## src/rtl/udp_tx_pkg.sv

```systemverilog
// -----------------------------------------------------------------------------
// udp_tx_pkg
// Shared types and constants for the UDP TX word-to-byte serializer.
//   state_t        : serializer FSM state (IDLE / ACTIVE)
//   LEN_W_DEFAULT  : default width of length input, byte counter and count out
//   LANE_0..LANE_3 : byte-lane indices inside a 32-bit word (LANE_3 = [31:24])
//   lane_byte()    : extracts one byte lane from a word
//   lane_bit()     : one-hot mask for a lane index
// -----------------------------------------------------------------------------
package udp_tx_pkg;

  typedef enum logic {
    IDLE   = 1'b0,
    ACTIVE = 1'b1
  } state_t;

  localparam int LEN_W_DEFAULT = 16;

  localparam logic [1:0] LANE_0 = 2'd0;  // [7:0],   goes out last
  localparam logic [1:0] LANE_1 = 2'd1;  // [15:8]
  localparam logic [1:0] LANE_2 = 2'd2;  // [23:16]
  localparam logic [1:0] LANE_3 = 2'd3;  // [31:24], goes out first

  function automatic logic [7:0] lane_byte(input logic [31:0] word,
                                           input logic [1:0]  lane);
    return word[{lane, 3'b000} +: 8];
  endfunction

  function automatic logic [3:0] lane_bit(input logic [1:0] lane);
    return 4'b0001 << lane;
  endfunction

endpackage

```

## src/rtl/udp_tx_keep_scan.sv

```systemverilog
// -----------------------------------------------------------------------------
// udp_tx_keep_scan
// Combinational next-kept-lane finder. Given the mask of lanes still to be
// sent, returns the most significant set lane (the next byte to emit), the
// mask left after that lane is removed, and whether that lane is the last one.
// Ports:
//   mask_i [3:0] : remaining-lane mask (bit 3 = [31:24])
//   lane_o [1:0] : index of the next lane to emit (LANE_0 when mask is empty)
//   last_o       : no other lane remains after lane_o
//   rem_o  [3:0] : mask_i with lane_o cleared
// -----------------------------------------------------------------------------
module udp_tx_keep_scan
  import udp_tx_pkg::*;
(
  input  logic [3:0] mask_i,
  output logic [1:0] lane_o,
  output logic       last_o,
  output logic [3:0] rem_o
);

  always_comb begin
    lane_o = LANE_0;
    if (mask_i[3]) begin
      lane_o = LANE_3;
    end else if (mask_i[2]) begin
      lane_o = LANE_2;
    end else if (mask_i[1]) begin
      lane_o = LANE_1;
    end
    rem_o  = mask_i & ~lane_bit(lane_o);
    last_o = (rem_o == 4'b0000);
  end

endmodule

```

## src/rtl/udp_tx_serializer.sv

```systemverilog
// -----------------------------------------------------------------------------
// udp_tx_serializer
// Serializes 32-bit AXI-Stream beats into 8-bit AXI-Stream bytes, MSB lane
// first, dropping lanes whose tkeep bit is clear. Counts emitted bytes per
// packet and pulses pkt_done at packet end.
//
// Optional feature: define UDP_TX_LEN_CHECK_EN to latch s_length_in (byte
// count minus 1) on tfirst and pulse len_err on a length mismatch, an empty
// tlast beat, or a tfirst arriving inside an open packet. Without the macro
// len_err is tied low and no length logic exists.
//
// Ports:
//   clk, reset            : clock, synchronous active-high reset
//   s_axis_tdata/tkeep    : input word and byte enables (tkeep[3] = [31:24])
//   s_axis_tvalid/tready  : input handshake
//   s_axis_tfirst/tlast   : packet start / end markers on the input beat
//   s_length_in           : packet length minus 1, sampled on tfirst beats
//   m_axis_tdata/tvalid/tlast/tready : byte output stream
//   byte_count_out        : bytes emitted in the current or last packet
//   pkt_done              : one-cycle pulse at packet end
//   len_err               : one-cycle length/format error pulse
// -----------------------------------------------------------------------------
module udp_tx_serializer
  import udp_tx_pkg::*;
#(
  parameter int LEN_W = LEN_W_DEFAULT
) (
  input  logic             clk,
  input  logic             reset,
  input  logic [31:0]      s_axis_tdata,
  input  logic [3:0]       s_axis_tkeep,
  input  logic             s_axis_tvalid,
  input  logic             s_axis_tfirst,
  input  logic             s_axis_tlast,
  output logic             s_axis_tready,
  input  logic [LEN_W-1:0] s_length_in,
  output logic [7:0]       m_axis_tdata,
  output logic             m_axis_tvalid,
  output logic             m_axis_tlast,
  input  logic             m_axis_tready,
  output logic [LEN_W-1:0] byte_count_out,
  output logic             pkt_done,
  output logic             len_err
);

  state_t           state_q;
  logic [31:0]      word_q;       // loaded word, kept until its last byte leaves
  logic [3:0]       rem_q;        // lanes still to present after the current byte
  logic             beat_last_q;  // loaded word carried s_axis_tlast
  logic [7:0]       m_tdata_q;
  logic             m_tvalid_q;
  logic             m_tlast_q;
  logic [LEN_W-1:0] cnt_q;
  logic             pkt_done_q;

  logic             m_hs;
  logic             s_hs;
  logic             word_done;
  logic             keep_zero;
  logic             load;
  logic             present;
  logic [3:0]       scan_mask;
  logic [3:0]       scan_rem;
  logic [1:0]       scan_lane;
  logic             scan_last;
  logic [31:0]      src_word;
  logic             src_last;
  logic [LEN_W-1:0] cnt_inc;

  assign m_hs      = m_tvalid_q & m_axis_tready;
  // Last kept byte of the loaded word leaves this cycle.
  assign word_done = (state_q == ACTIVE) & m_hs & (rem_q == 4'b0000);
  // Gated by reset so tready stays low for the whole reset period.
  assign s_axis_tready = ~reset & ((state_q == IDLE) | word_done);
  assign s_hs      = s_axis_tvalid & s_axis_tready;
  assign keep_zero = (s_axis_tkeep == 4'b0000);
  assign load      = s_hs & ~keep_zero;
  // A new byte is placed on m_axis either from a freshly accepted word or
  // from the next pending lane of the current one. Both never coincide:
  // loading in ACTIVE requires rem_q to be empty.
  assign present   = load | ((state_q == ACTIVE) & m_hs & (rem_q != 4'b0000));

  // One scanner serves both cases since load and advance are exclusive.
  assign scan_mask = load ? s_axis_tkeep : rem_q;
  assign src_word  = load ? s_axis_tdata : word_q;
  assign src_last  = load ? s_axis_tlast : beat_last_q;

  udp_tx_keep_scan u_keep_scan (
    .mask_i (scan_mask),
    .lane_o (scan_lane),
    .last_o (scan_last),
    .rem_o  (scan_rem)
  );

  assign cnt_inc = (cnt_q == {LEN_W{1'b1}}) ? cnt_q
                                            : cnt_q + {{(LEN_W-1){1'b0}}, 1'b1};

  always_ff @(posedge clk) begin
    if (reset) begin
      state_q     <= IDLE;
      word_q      <= '0;
      rem_q       <= '0;
      beat_last_q <= 1'b0;
      m_tdata_q   <= '0;
      m_tvalid_q  <= 1'b0;
      m_tlast_q   <= 1'b0;
      cnt_q       <= '0;
      pkt_done_q  <= 1'b0;
    end else begin
      pkt_done_q <= (m_hs & m_tlast_q) | (s_hs & keep_zero & s_axis_tlast);

      // A tfirst clear wins over a concurrent handshake of the previous
      // word's last byte, which belongs to the old packet.
      if (s_hs & s_axis_tfirst) begin
        cnt_q <= '0;
      end else if (m_hs) begin
        cnt_q <= cnt_inc;
      end

      if (present) begin
        state_q    <= ACTIVE;
        m_tdata_q  <= lane_byte(src_word, scan_lane);
        m_tvalid_q <= 1'b1;
        m_tlast_q  <= src_last & scan_last;
        rem_q      <= scan_rem;
      end else if (word_done) begin
        state_q    <= IDLE;
        m_tvalid_q <= 1'b0;
        m_tlast_q  <= 1'b0;
      end

      if (load) begin
        word_q      <= s_axis_tdata;
        beat_last_q <= s_axis_tlast;
      end
    end
  end

  assign m_axis_tdata   = m_tdata_q;
  assign m_axis_tvalid  = m_tvalid_q;
  assign m_axis_tlast   = m_tlast_q;
  assign byte_count_out = cnt_q;
  assign pkt_done       = pkt_done_q;

`ifdef UDP_TX_LEN_CHECK_EN
  logic [LEN_W-1:0] len_q;
  logic             open_q;     // tfirst seen, tlast not yet
  logic             len_err_q;
  logic             len_mismatch;

  // Uses the count including the byte leaving this cycle; compared one bit
  // wider so len_q = all-ones does not wrap.
  assign len_mismatch = ({1'b0, cnt_inc} != ({1'b0, len_q} + {{LEN_W{1'b0}}, 1'b1}));

  always_ff @(posedge clk) begin
    if (reset) begin
      len_q     <= '0;
      open_q    <= 1'b0;
      len_err_q <= 1'b0;
    end else begin
      len_err_q <= (m_hs & m_tlast_q & len_mismatch)
                 | (s_hs & keep_zero & s_axis_tlast)
                 | (s_hs & s_axis_tfirst & open_q);
      if (s_hs & s_axis_tfirst) begin
        len_q <= s_length_in;
      end
      if (s_hs) begin
        open_q <= ~s_axis_tlast & (s_axis_tfirst | open_q);
      end
    end
  end

  assign len_err = len_err_q;
`else
  logic unused_len;
  assign unused_len = ^s_length_in;
  assign len_err    = 1'b0;
`endif

endmodule
```

## config.mk

```make
export PLATFORM = sky130hd
export DESIGN_NAME = udp_tx_serializer
export DESIGN_NICKNAME = d
export VERILOG_FILES = /design/src/rtl/udp_tx_pkg.sv /design/src/rtl/udp_tx_keep_scan.sv /design/src/rtl/udp_tx_serializer.sv
export SDC_FILE = /design/constraint.sdc
export NUM_CORES = 1
export LEC_CHECK = 0
export BUFFER_PORTS_ARGS = -buffer_cell sky130_fd_sc_hd__buf_2
export CORE_MARGIN = 2
export CORE_UTILIZATION = 50
export DETAILED_ROUTE_END_ITERATION = 10
export PLACE_DENSITY_LB_ADDON = 0.08
export SYNTH_ARGS = -nofsm -noshare
export SYNTH_HDL_FRONTEND = slang
export SYNTH_HIERARCHICAL = 1
export SYNTH_SLANG_ARGS = --single-unit
```

## constraint.sdc

```tcl
create_clock -name clk -period 6.5 [get_ports clk]
set_clock_uncertainty 0.15 [all_clocks]
set_input_delay 0.325 -clock clk [delete_from_list [all_inputs] [get_ports clk]]
set_output_delay 0.325 -clock clk [all_outputs]
set_load 0.005 [all_outputs]
```

Word-level counts from Yosys, hierarchy flattened
Index checks and enable logic that the tools add are counted.
- word-level logic and storage cells: 49
- output and inout bits: 29
- input bits: 58
- register bits after elaboration: 64
- reduce and logical (&&, ||, !) cells: 7
- shifts and indexed selects: 2
- bitwise logic cells: 21
- muxes and demuxes: 9
- equality and inequality tests: 1
- add/sub/neg operators: 1
- operator list (kind ; number):
    $mux W32 ; 1
    $shiftx A32 B6 Y8 ; 1
    $add A16 B1 Y16 const B ; 1
    $eq A16 B16 Y1 const B ; 1
    $and A1 B1 Y1 ; 12
    $logic_not A4 Y1 ; 3
    $mux W1 ; 5
    $and A4 B4 Y4 ; 1
    $mux W2 ; 2
    $mux W4 ; 1
    $not A1 Y1 ; 4
    $not A4 Y4 ; 1
    $reduce_bool A4 Y1 ; 1
    $shl A1 B2 Y4 const A ; 1
    $or A1 B1 Y1 ; 3
    $reduce_and A2 Y1 ; 1
    $reduce_bool A2 Y1 ; 1
    $reduce_or A2 Y1 ; 1

Longest topological paths before layout
Gate-level depths: netlist (run 1).
- depth after elaboration: 17
- mapped depth: 11
- mapped depth without buffers: 9

Cells and area by module
Netlist (run 1), hierarchy kept.
- modules (own cells, without submodules) (module ; cells each ; instances ; area an instance (µm²) ; seq. area each (µm²)):
    udp_tx_serializer ; 306 ; 1 ; 2829.0 ; 1281.2
    udp_tx_keep_scan ; 10 ; 1 ; 70.1 ; 0.0

Least setup slack after synthesis (run 1)
OpenSTA, ideal clock, no wires.
- path type: input to register
- from: in s_axis_tkeep[0]
- to: reg m_tdata_q[1] (netlist: m_axis_tdata[1])
- data required time: 6235 ps
- data arrival time: 2857 ps
- setup slack: 3378 ps
- library setup time: 115 ps
- cell stages on the path: 10
- cell sequence: or4_4 > nand4_1 > buf_6 > buf_4 > mux2_1 > a21o_1 > nor2b_1 > nor3b_1 > a221oi_1 > and3_1
- RTL lines (what ; RTL line ; RTL):
    from (decl) ; udp_tx_serializer.sv:31 ; input logic [3:0] s_axis_tkeep,
    $logic_not A4 Y1 ; udp_tx_serializer.sv:76 ; assign keep_zero = (s_axis_tkeep == 4'b0000);
    $not A1 Y1 ; udp_tx_serializer.sv:77 ; assign load = s_hs & ~keep_zero;
    $and A1 B1 Y1 ; udp_tx_serializer.sv:77 ;
    $mux W4 ; udp_tx_serializer.sv:84 ; assign scan_mask = load ? s_axis_tkeep : rem_q;
    via scan_mask[3] ; udp_tx_serializer.sv:62 ; logic [3:0] scan_mask;
    $mux W2 ; udp_tx_keep_scan.sv:23 ; if (mask_i[3]) begin
    via scan_lane[0] ; udp_tx_serializer.sv:64 ; logic [1:0] scan_lane;
    $shiftx A32 B6 Y8 ; udp_tx_pkg.sv:26 ; return word[{lane, 3'b000} +: 8];
    to (signal assigned) ; udp_tx_serializer.sv:122 ; m_tdata_q <= lane_byte(src_word, scan_lane);
    to (decl) ; udp_tx_serializer.sv:50 ; logic [7:0] m_tdata_q;
The timed path passes the listed nets, and every way through them passes these cells.
A chain may end at the register's enable or synchronous reset.

Worst setup path after layout (run 1)
- from: in reset
- to: reg m_tdata_q[3] (netlist: m_axis_tdata[3])
- RTL lines (what ; RTL line ; RTL):
    from (decl) ; udp_tx_serializer.sv:29 ; input logic reset,
    $not A1 Y1 ; udp_tx_serializer.sv:74 ; assign s_axis_tready = ~reset & ((state_q == IDLE) | word_done);
    $and A1 B1 Y1 ; udp_tx_serializer.sv:74 ;
    $and A1 B1 Y1 ; udp_tx_serializer.sv:75 ; assign s_hs = s_axis_tvalid & s_axis_tready;
    $and A1 B1 Y1 ; udp_tx_serializer.sv:77 ;
    $mux W4 ; udp_tx_serializer.sv:84 ;
    via scan_mask[3] ; udp_tx_serializer.sv:62 ;
    $mux W2 ; udp_tx_keep_scan.sv:23 ;
    via scan_lane[0] ; udp_tx_serializer.sv:64 ;
    $shiftx A32 B6 Y8 ; udp_tx_pkg.sv:26 ;
The timed path passes the listed nets, and every way through them passes these cells.

==> results.py, run 1 <==
metrics = {
    "setup_path": {
        "r2r_start": "rem_q[0]",
        "crit_top_cell": "nor2b_1",
        "endpoint": "m_axis_tdata[3]",
        "reg2reg_slack_ns": 3.09,
        "path_buf_inv": 2,
        "cpLargestDelayFamily": "simple AND/OR/NAND/NOR gates",
        "worstPathCellList": "buf_2, nor2b_1, nand4_1, buf_4, mux2_1, a21o_1, nor2b_1, nor3b_1, a221oi_1, and3_1",
        "cp_num_cells": 10,
        "slowest_stage": "buf_2",
        "worst_setup_path_end_kind": "flop",
        "worstSetupStartpointType": "input port",
        "slowest_delay_ns": 0.68,
        "cp-startpoint": "reset",
        "critPathRequiredTime_ns": 6.58,
        "cp_max_fo": 51,
        "r2r-end": "m_axis_tdata[3]",
        "critPathKind": "input port to flop",
        "critPathArrivalTime_ns": 3.68,
        "reg2reg_depth": 9,
    },
    "die": {
        "die_area_sq_mm": 0.006423,
        "fp.coreArea_sq_mm": 0.005540,
        "initial_core_util": 0.5233,
        "ioPinCount": 87,
        "die-width_microns": 80.15,
        "rows": 27,
        "die_h_microns": 80.15,
    },
    "timing": {
        "max_slew_margin": 0.2657,
        "worst_slack_ns": 2.895,
        "period_minus_slack_ns": 3.605,
        "maxSlewViolCount": 0,
        "fmax_mhz": 277.4,
        "final.setup.tns_ns": 0,
        "hold_viol": 0,
        "setup_viol": 0,
        "rsz0062_at_grt": "false",
        "period_share": 0.5547,
        "tightest_slew_ns": 1.093,
    },
    "synth": {
        "ys.flop_type": "dfxtp_1",
        "yosysTopAreaCell": "dfxtp_1",
        "syn_nets": 375,
        "synth_area_sq_mm": 0.002899,
        "synth-edff-count": 0,
        "async_flop_share": 0,
        "synth_common_cells": "dfxtp_1 (64), nor2_1 (55), mux2i_1 (34)",
        "ys_warn_count": 6,
        "synth.distinct_cells": 49,
        "synth_area_per_cell_sq_um": 9.174,
        "synth_top_area_share": 0.4420,
        "synth.most_common_cell": "dfxtp_1",
        "ys_ff_latch": 64,
        "synthTopCellsByArea": "dfxtp_1 (44%), mux2i_1 (12%), nor2_1 (7.1%), xnor2_1 (4.2%), a32oi_1 (2.4%)",
        "ys_seq_area_frac": 0.4420,
        "netlist_instances": 316,
    },
    "detailed_routing": {
        "postRouteAntennaNets": 0,
        "wl_per_cell_microns": 13.91,
        "via_count": 2418,
        "routed_wl_microns": 6371,
        "first_pass_iters": 4,
        "drt_iter0_markers": 143,
        "drc": 0,
        "vias_per_cell": 5.279,
    },
    "clocking": {
        "clkTransAtPathRegs_ns": 0.07,
        "cts_hold_buf": 0,
        "cts_sinks": 64,
        "cts_made_buffers": 9,
        "postCtsSetupBuffers": 0,
        "cts_buffer_depth": 2,
        "cts-root-buf": "clkbuf_8",
        "clock_latency_ns": 0.33,
        "cts_htree_levels": 3,
        "cts_tree": "done",
        "cts.repair.resized": 0,
    },
    "global_routing": {
        "top_usage_layer": "met1",
        "track_usage": 0.2113,
        "gr-total-overflow": 0,
        "grt_pass1_wl_microns": 10320,
        "grtUsageMet2": 0.3000,
        "grt_max_degree": 52,
        "grt_pass1_vias": 2104,
        "grt_antenna_before_repair": 0,
        "met1_usage": 0.3043,
        "grtUsageMet3": 0.04494,
    },
    "placement": {
        "place_congestion": 0.8040,
        "dpl.cell_count": 442,
        "dp_hpwl_microns": 4634,
        "io_buffers": 69,
        "preCtsSetupSlack_ns": 2.597,
    },
    "finish": {
        "final_core_util": 0.6190,
        "antenna_cells": 0,
        "multi_input_area_sq_mm": 0.001458,
        "fillers": 536,
        "drive_gt1_frac": 0.2435,
        "nets": 440,
        "seqCellArea_sq_mm": 0.001281,
        "fin_cells": 458,
        "area_growth_pct": 18.30,
    },
    "worst_hold_path": {
        "hold_class": "input port to flop",
    },
    "power_and_ir_drop": {
        "p_per_area_mw_per_mm2": 241.4,
        "leakage_nw": 1.587,
        "ir_drop_mv": 0.1197,
    },
    "flow_run": {
        "maxCapViolations": 0,
    },
    "status": {
        "status": "complete, no violations",
    },
}
==> worst reg2reg max path: cells and delay by family (launching register included) <==
family | cells | cell delay, ns
compound gates | 3 | 0.81
mux | 1 | 0.41
flops | 1 | 0.34
simple gates | 4 | 1.31
buf+inv | 1 | 0.28
==> area by class of cell <==
cell class / instances / share of cell area
well taps: 72 / 0.02627
multi-input cells: 221 / 0.4250
inverters: 13 / 0.01423
flip-flops and latches: 64 / 0.3736
clock inverters: 3 / 0.004378
clock buffers: 13 / 0.04925
repair buffers: 72 / 0.1073
==> kinds of logic (layout without fill, tap and decap cells) <==
kind of cell / Yosys count / after routing / share of synthesized area
multiplexers: 38 / 38 / 0.1329
AO/OA/AOI/OAI: 39 / 39 / 0.1079
adder cells (fa/ha/maj): 2 / 2 / 0.008199
other: 2 / 2 / 0.002591
XOR/XNOR: 14 / 14 / 0.04230
buffers and inverters: 31 / 101 / 0.05524
AND/OR/NAND/NOR: 126 / 126 / 0.2089
flip-flops: 64 / 64 / 0.4420
==> per-stage QoR <==
stage	cell area (sq um)	hold slack (ns)	power (mW)
6_report	3430	0.1014	0.8278
5_1_grt	3430	0.1079	0.8693
4_1_cts	3430	0.08787	0.8351
3_5_place_dp	3246	0.3364	0.5244
3_3_place_gp	3246	0.3271	0.5227
2_1_floorplan	2899	0.2591	0.4926
==> how the worst min path moves through the flow <==
stage / endpoint / depth (start not counted) / start
after global routing: word_q[25] / 3 / s_axis_tdata[25]
final: word_q[25] / 3 / s_axis_tdata[25]
after CTS: word_q[25] / 3 / s_axis_tdata[25]
after detailed placement: word_q[11] / 2 / word_q[11]
after global placement: word_q[28] / 2 / word_q[28]
after floorplan: beat_last_q / 1 / reset
==> per-layer routing <==
metal	wire length (microns)	share of wire
met1	3162	0.50
met2	2801	0.44
met3	333	0.052
met4	74	0.012
met5	0	0
==> placed cells by master (no fill, tap or decap), types with 2 or more instances in the layout <==
| cell type | synthesis | routed |
|---|---|---|
| nand3_1 | 13 | 13 |
| mux2i_1 | 34 | 34 |
| xnor2_1 | 14 | 14 |
| buf_2 | 1 | 69 |
| clkbuf_8 | 0 | 12 |
| a21o_1 | 2 | 2 |
| a32oi_1 | 8 | 8 |
| clkinv_2 | 0 | 3 |
| and2_1 | 3 | 3 |
| inv_1 | 13 | 13 |
| a221oi_1 | 7 | 7 |
| conb_1 | 2 | 2 |
| mux2_1 | 4 | 4 |
| nor4_1 | 5 | 5 |
| and3_1 | 10 | 10 |
| nor3_1 | 6 | 6 |
| nor2b_1 | 5 | 5 |
| buf_4 | 3 | 3 |
| a211oi_1 | 4 | 4 |
| a21oi_1 | 7 | 7 |
| nand2_1 | 15 | 15 |
| nand4_1 | 4 | 4 |
| nor2_1 | 55 | 55 |
| dfxtp_1 | 64 | 64 |
==> state kept, by name, indices dropped and copies added (netlist names) <==
signal          count
rem_q               4
pkt_done            1
m_axis_tdata        8
beat_last_q         1
m_axis_tlast        1
byte_count_out     16
word_q             32
m_axis_tvalid       1
==> power by group <==
| group | internal [mW] | switching, mW | total [mW] |
|---|---|---|---|
| sequential | 0.409 | 0.00711 | 0.416 |
| clock | 0.168 | 0.144 | 0.312 |
| combinational | 0.0433 | 0.0563 | 0.0996 |
Note: power is estimated with default switching activity, not from simulation.
==> inputs of run 2 (changes only) <==
--- a/config.mk
+++ b/config.mk
@@ -5,6 +5,7 @@
 export SDC_FILE = /design/constraint.sdc
 export NUM_CORES = 1
 export LEC_CHECK = 0
+export ABC_AREA = 1
 export BUFFER_PORTS_ARGS = -buffer_cell sky130_fd_sc_hd__buf_2
 export CORE_MARGIN = 2
 export CORE_UTILIZATION = 50
==> constraint.sdc (replaced) <==
create_clock -name clk -period 3.6 [get_ports clk]
set_clock_uncertainty 0.15 [all_clocks]
set_input_delay 0.18 -clock clk [delete_from_list [all_inputs] [get_ports clk]]
set_output_delay 0.18 -clock clk [all_outputs]
set_load 0.005 [all_outputs]
==> run 2 against run 1 <==
Against the previous run: hold slack worse by 0.089 ns; area after synthesis up 7.9%; combinational power up 140%; final cell count up 35%; sequential power up 80%; die area up 7.5%; non-clock buffer count up 26; critical path depth up 6; sequential share of layout area down 4.7 points; global-route usage up 2.3 points; synthesized cell count up 44%.
==> results.py, run 2 <==
metrics = {
    "setup_path": {
        "worst_setup_path_end_kind": "flop",
        "endpoint": "m_axis_tdata[0]",
        "worstSetupStartpointType": "flop",
        "critPathKind": "flop to flop",
        "reg2reg_depth": 16,
        "critPathArrivalTime_ns": 2.74,
        "reg2reg_slack_ns": 0.95,
        "cp_max_fo": 16,
        "r2r-end": "m_axis_tdata[0]",
        "critPathRequiredTime_ns": 3.69,
        "cp-startpoint": "rem_q[2]",
        "r2r_start": "rem_q[2]",
    },
    "synth": {
        "synth_area_sq_mm": 0.003127,
        "netlist_instances": 454,
        "synth_common_cells": "nand2_1 (128), nand3_1 (69), dfxtp_1 (64)",
        "synthTopCellsByArea": "dfxtp_1 (41%), nand2_1 (15%), nand3_1 (11%), a21oi_1 (7.8%), inv_1 (4.8%)",
        "ys_warn_count": 6,
        "synth-edff-count": 0,
        "ys_ff_latch": 64,
        "async_flop_share": 0,
        "ys_seq_area_frac": 0.4098,
        "synth_area_per_cell_sq_um": 6.887,
        "yosysTopAreaCell": "dfxtp_1",
        "synth.distinct_cells": 31,
        "syn_nets": 513,
        "ys.flop_type": "dfxtp_1",
        "synth_top_area_share": 0.4098,
        "synth.most_common_cell": "nand2_1",
    },
    "die": {
        "die-width_microns": 83.08,
        "die_h_microns": 83.08,
        "die_area_sq_mm": 0.006902,
        "rows": 28,
        "ioPinCount": 87,
        "fp.coreArea_sq_mm": 0.005991,
        "initial_core_util": 0.5219,
    },
    "power_and_ir_drop": {
        "pwr-share-seq": 0.456,
        "ir_drop_mv": 0.2856,
        "swShare": 0.2631,
        "leakage_nw": 1.791,
        "switchingPower_uw": 431.2,
        "intPower_mw": 1.207,
        "clockPowerShare": 0.401,
        "p_comb_frac": 0.144,
        "p_per_area_mw_per_mm2": 417.5,
        "power.total_mw": 1.639,
    },
    "timing": {
        "max_slew_margin": 0.4894,
        "fmax_mhz": 377.5,
        "tightest_slew_ns": 0.7660,
        "period_minus_slack_ns": 2.649,
        "setup_viol": 0,
        "period_share": 0.7358,
        "final.setup.tns_ns": 0,
        "worst_slack_ns": 0.9513,
        "hold_slack_ns": 0.01269,
        "rsz0062_at_grt": "false",
        "maxSlewViolCount": 0,
        "hold_viol": 0,
    },
    "placement": {
        "dpl.cell_count": 578,
        "placed_cell_area_sq_mm": 0.003448,
        "preCtsSetupSlack_ns": 0.7865,
        "dp_hpwl_microns": 5353,
        "io_buffers": 69,
        "place_congestion": 0.8526,
    },
    "finish": {
        "antenna_cells": 0,
        "drive_gt1_frac": 0.1908,
        "stdcell_area_sq_mm": 0.003925,
        "final_core_util": 0.6552,
        "fin_cells": 620,
        "final_common_cell": "nand2_1",
        "area_growth_pct": 25.53,
        "largest_register": "word_q",
        "fillers": 543,
        "largest_register_ff_count": 32,
        "nets": 599,
        "most-common-layout-cells": "nand2_1 (128), nand3_1 (69), buf_2 (69)",
    },
    "worst_hold_path": {
        "min_from": "s_axis_tdata[29]",
        "hold_class": "input port to flop",
    },
    "detailed_routing": {
        "drt_iter0_markers": 192,
        "drc": 0,
        "vias_per_cell": 5.211,
        "postRouteAntennaNets": 0,
        "routed_wl_microns": 7825,
        "first_pass_iters": 5,
        "wl_per_cell_microns": 12.62,
        "via_count": 3231,
    },
    "clocking": {
        "cts_htree_levels": 3,
        "postCtsSetupBuffers": 0,
        "cts-root-buf": "clkbuf_8",
        "cts_made_buffers": 9,
        "cts_hold_buf": 26,
        "clock_latency_ns": 0.33,
        "cts_tree": "done",
        "cts_buffer_depth": 2,
        "cts.repair.resized": 0,
        "cts_sinks": 64,
        "clkTransAtPathRegs_ns": 0.07,
    },
    "flow_run": {
        "maxCapViolations": 0,
    },
    "global_routing": {
        "gr-total-overflow": 0,
        "track_usage": 0.2342,
        "grt_pass1_vias": 2946,
        "grt_max_degree": 42,
        "grt_pass1_wl_microns": 13290,
        "grt_antenna_before_repair": 0,
    },
    "status": {
        "status": "complete, no violations",
    },
}
-- run 2: cell count changes in the layout (fill, tap and decap cells not counted), sizes merged, moves of 9 or more --
| cell | before | now |
|---|---|---|
| a21oi | 7 | 52 |
| and3 | 10 | 0 |
| dlygate4sd3 | 0 | 26 |
| inv | 13 | 44 |
| mux2i | 34 | 0 |
| nand2 | 15 | 131 |
| nand3 | 13 | 69 |
| nand4 | 4 | 13 |
| nor2 | 55 | 21 |
| o21ai | 0 | 13 |
| xnor2 | 14 | 2 |
-- run 2: cell type report --
class | instances | area, sq um | share of cell area
clock inverter | 4 | 51.30 | 0.01307
tap | 75 | 93.84 | 0.02391
multi-input combinational | 322 | 1536 | 0.3915
sequential | 64 | 1281 | 0.3264
timing repair buffer | 98 | 628.1 | 0.1600
clock buffer | 12 | 165.2 | 0.04208
inverter | 45 | 168.9 | 0.04303
-- run 2: worst min path at each step --
stage                  to  cells past startpoint  slack (ns)
2_1_floorplan    pkt_done                      2        0.17
3_3_place_gp   word_q[25]                      3        0.30
3_5_place_dp   word_q[28]                      3        0.31
4_1_cts        word_q[18]                      3       0.003
5_1_grt        word_q[11]                      3        0.02
6_report       word_q[29]                      3        0.01
-- run 2: worst max-delay path, cell delays in order (launching register included) --
cell and delay [ns]:
dfxtp_1 0.33, nor2_1 0.12, nand2_1 0.12, nand2_1 0.12, nand4_4 0.19, inv_2 0.17
nand2_1 0.07, nand2_1 0.09, inv_1 0.07, nand2_1 0.09, nand2_1 0.07, inv_1 0.42
nand3_1 0.15, nand3_1 0.17, nand3_1 0.10, nand2_1 0.09, inv_1 0.03
-- run 2: cell families after synthesis --
logic type                 Yosys count  synth area share
adders and majority gates            1          0.004001
buffers and inverters               68           0.09883
AOI/OAI and AO/OA                   66            0.1137
xor gates and xnor gates             7           0.01961
DFF                                 64            0.4098
other                                2          0.002402
and+or+nand+nor                    246            0.3517
-- run 2: power by group through the flow --
stage	sequential (mW)	clock, mW	combinational, mW
finish	0.747	0.657	0.235
global route	0.749	0.705	0.264
CTS	0.747	0.669	0.235
detailed placement	0.763	0	0.212
global placement	0.762	0	0.210
floorplan	0.762	0	0.151
-- run 2: per-layer routing --
layer / vias up / part of all wire / global-route usage
met5: - / 0 / 0
met4: 0 / 0.016 / 0.08346
met3: 14 / 0.052 / 0.04076
met2: 105 / 0.45 / 0.3710
met1: 1450 / 0.48 / 0.3215
li1: 1662 / - / -
==> inputs of run 3 (changes only) <==
==> constraint.sdc (replaced) <==
create_clock -name clk -period 2.51 [get_ports clk]
set_clock_uncertainty 0.15 [all_clocks]
set_input_delay 0.1255 -clock clk [delete_from_list [all_inputs] [get_ports clk]]
set_output_delay 0.1255 -clock clk [all_outputs]
set_load 0.005 [all_outputs]
==> run 3 against run 2 <==
Against the previous run: register-to-register slack lost 0.71 ns; global-route usage rose by 0.51 points; utilization is 1.9 points higher; via count up 1.3%; sequential power up 43%; largest cell class unchanged; largest power group unchanged; highest routed layer unchanged.
==> results.py, run 3 (same netlist as run 2, synthesis figures left out) <==
metrics = {
    "status": {
        "status": "complete, no violations",
    },
    "global_routing": {
        "track_usage": 0.2393,
        "grt_pass1_vias": 2929,
        "gr-total-overflow": 0,
        "grt_antenna_before_repair": 0,
        "grt_pass1_wl_microns": 13480,
        "grt_max_degree": 41,
    },
    "timing": {
        "hold_slack_ns": 0.05604,
        "tightest_slew_ns": 0.6483,
        "setup_viol": 0,
        "rsz0062_at_grt": "false",
        "maxSlewViolCount": 0,
        "max_slew_margin": 0.5668,
        "hold_viol": 0,
        "final.setup.tns_ns": 0,
        "fmax_mhz": 437.4,
        "period_share": 0.9108,
        "period_minus_slack_ns": 2.286,
    },
    "finish": {
        "drive_gt1_frac": 0.2018,
        "antenna_cells": 0,
        "stdcell_area_sq_mm": 0.004039,
        "final_common_cell": "nand2_1",
        "most-common-layout-cells": "nand2_1 (126), nand3_1 (69), buf_2 (69)",
        "area_growth_pct": 29.17,
        "largest_register": "word_q",
        "fillers": 527,
        "nets": 614,
        "largest_register_ff_count": 32,
    },
    "setup_path": {
        "slowest_delay_ns": 0.52,
        "slowest_stage": "dlygate4sd3_1",
        "worstPathCellList": "dlygate4sd3_1, buf_2, inv_1, a21oi_2, nand4_4, buf_4, nand2_1, nand2_1, nand2_1, nand2_1, inv_1, buf_8, nand3_1, nand3_1, nand3_1, nand2_1, inv_1",
        "critPathArrivalTime_ns": 2.39,
        "crit_top_cell": "nand2_1",
        "cp_max_fo": 16,
        "worstSetupStartpointType": "input port",
        "worst_setup_path_end_kind": "flop",
        "critPathKind": "input port to flop",
        "critPathRequiredTime_ns": 2.61,
    },
    "die": {
        "ioPinCount": 87,
        "die_h_microns": 83.08,
        "die_area_sq_mm": 0.006902,
        "initial_core_util": 0.5219,
        "rows": 28,
        "fp.coreArea_sq_mm": 0.005991,
        "die-width_microns": 83.08,
    },
    "clocking": {
        "cts_tree": "done",
        "cts_made_buffers": 9,
        "postCtsSetupBuffers": 0,
        "cts-root-buf": "clkbuf_8",
        "clkTransAtPathRegs_ns": 0.07,
        "cts_buffer_depth": 2,
        "cts_htree_levels": 3,
        "cts_sinks": 64,
        "clock_latency_ns": 0.35,
    },
    "detailed_routing": {
        "wl_per_cell_microns": 12.99,
        "routed_wl_microns": 8248,
        "vias_per_cell": 5.153,
        "drc": 0,
        "postRouteAntennaNets": 0,
        "via_count": 3272,
        "drt_iter0_markers": 255,
        "first_pass_iters": 4,
    },
    "placement": {
        "dp_hpwl_microns": 5474,
        "placed_cell_area_sq_mm": 0.003501,
        "io_buffers": 69,
        "place_congestion": 0.8893,
    },
    "power_and_ir_drop": {
        "p_per_area_mw_per_mm2": 559.9,
        "leakage_nw": 1.837,
        "ir_drop_mv": 0.3706,
        "power.total_mw": 2.261,
    },
    "worst_hold_path": {
        "hold_class": "input port to flop",
    },
    "flow_run": {
        "maxCapViolations": 0,
    },
}
## run 3: where the power goes
group	switching [mW]	internal, mW	total, mW
registers	0.0156	1.05	1.07
clock network	0.438	0.386	0.824
logic	0.209	0.158	0.367
## run 3: area by class of cell
cell class                 instances  area (sq um)  area share
multi-input combinational        322          1541      0.3817
sequential                        64          1281      0.3172
timing repair buffer             113         768.2      0.1902
inverter                          45         171.4     0.04244
clock buffer                      10         137.6     0.03408
tap                               75         93.84     0.02323
clock inverter                     6         45.04     0.01115
## run 3: through the flow
stage | setup slack, ns | instances | util
3_3_place_gp | 0.2700 | 585 | 0.5844
3_5_place_dp | 0.2188 | 585 | 0.5844
4_1_cts | 0.1972 | 635 | 0.6717
6_report | 0.2240 | 635 | 0.6742
5_1_grt | 0.01395 | 635 | 0.6742
2_1_floorplan | 0.006673 | 454 | -
## run 3: final timing paths
| path | start | end | slack, ns | cells past startpoint |
|---|---|---|---|---|
| worst max-delay path | m_axis_tready | m_axis_tdata[0] | 0.22 | 17 |
| worst min-delay path | s_axis_tvalid | word_q[11] | 0.06 | 3 |
| worst max register to register | rem_q[2] | m_axis_tdata[0] | 0.24 | 16 |
| worst min register to register | word_q[8] | word_q[8] | 0.33 | 2 |
## run 3: worst max-delay path, delay by kind of cell
| kind | cells | cell delay [ns] |
|---|---|---|
| simple gates | 9 | 0.92 |
| compound gates | 1 | 0.16 |
| buf+inv | 7 | 1.16 |
## run 3: what timing repair did
action | CTS | global route
setup endpoints to repair | 0 | 5
hold buffers | 34 | 0
gates resized for setup | 0 | 5
hold endpoints to repair | 34 | 0
## run 3: metal layers
layer,routed length [microns],global-route usage,up-vias
li1,-,-,1690
met1,3889,0.3263,1486
met2,3857,0.3798,86
met3,410,0.05268,10
met4,90,0.07154,0
met5,0,0,-
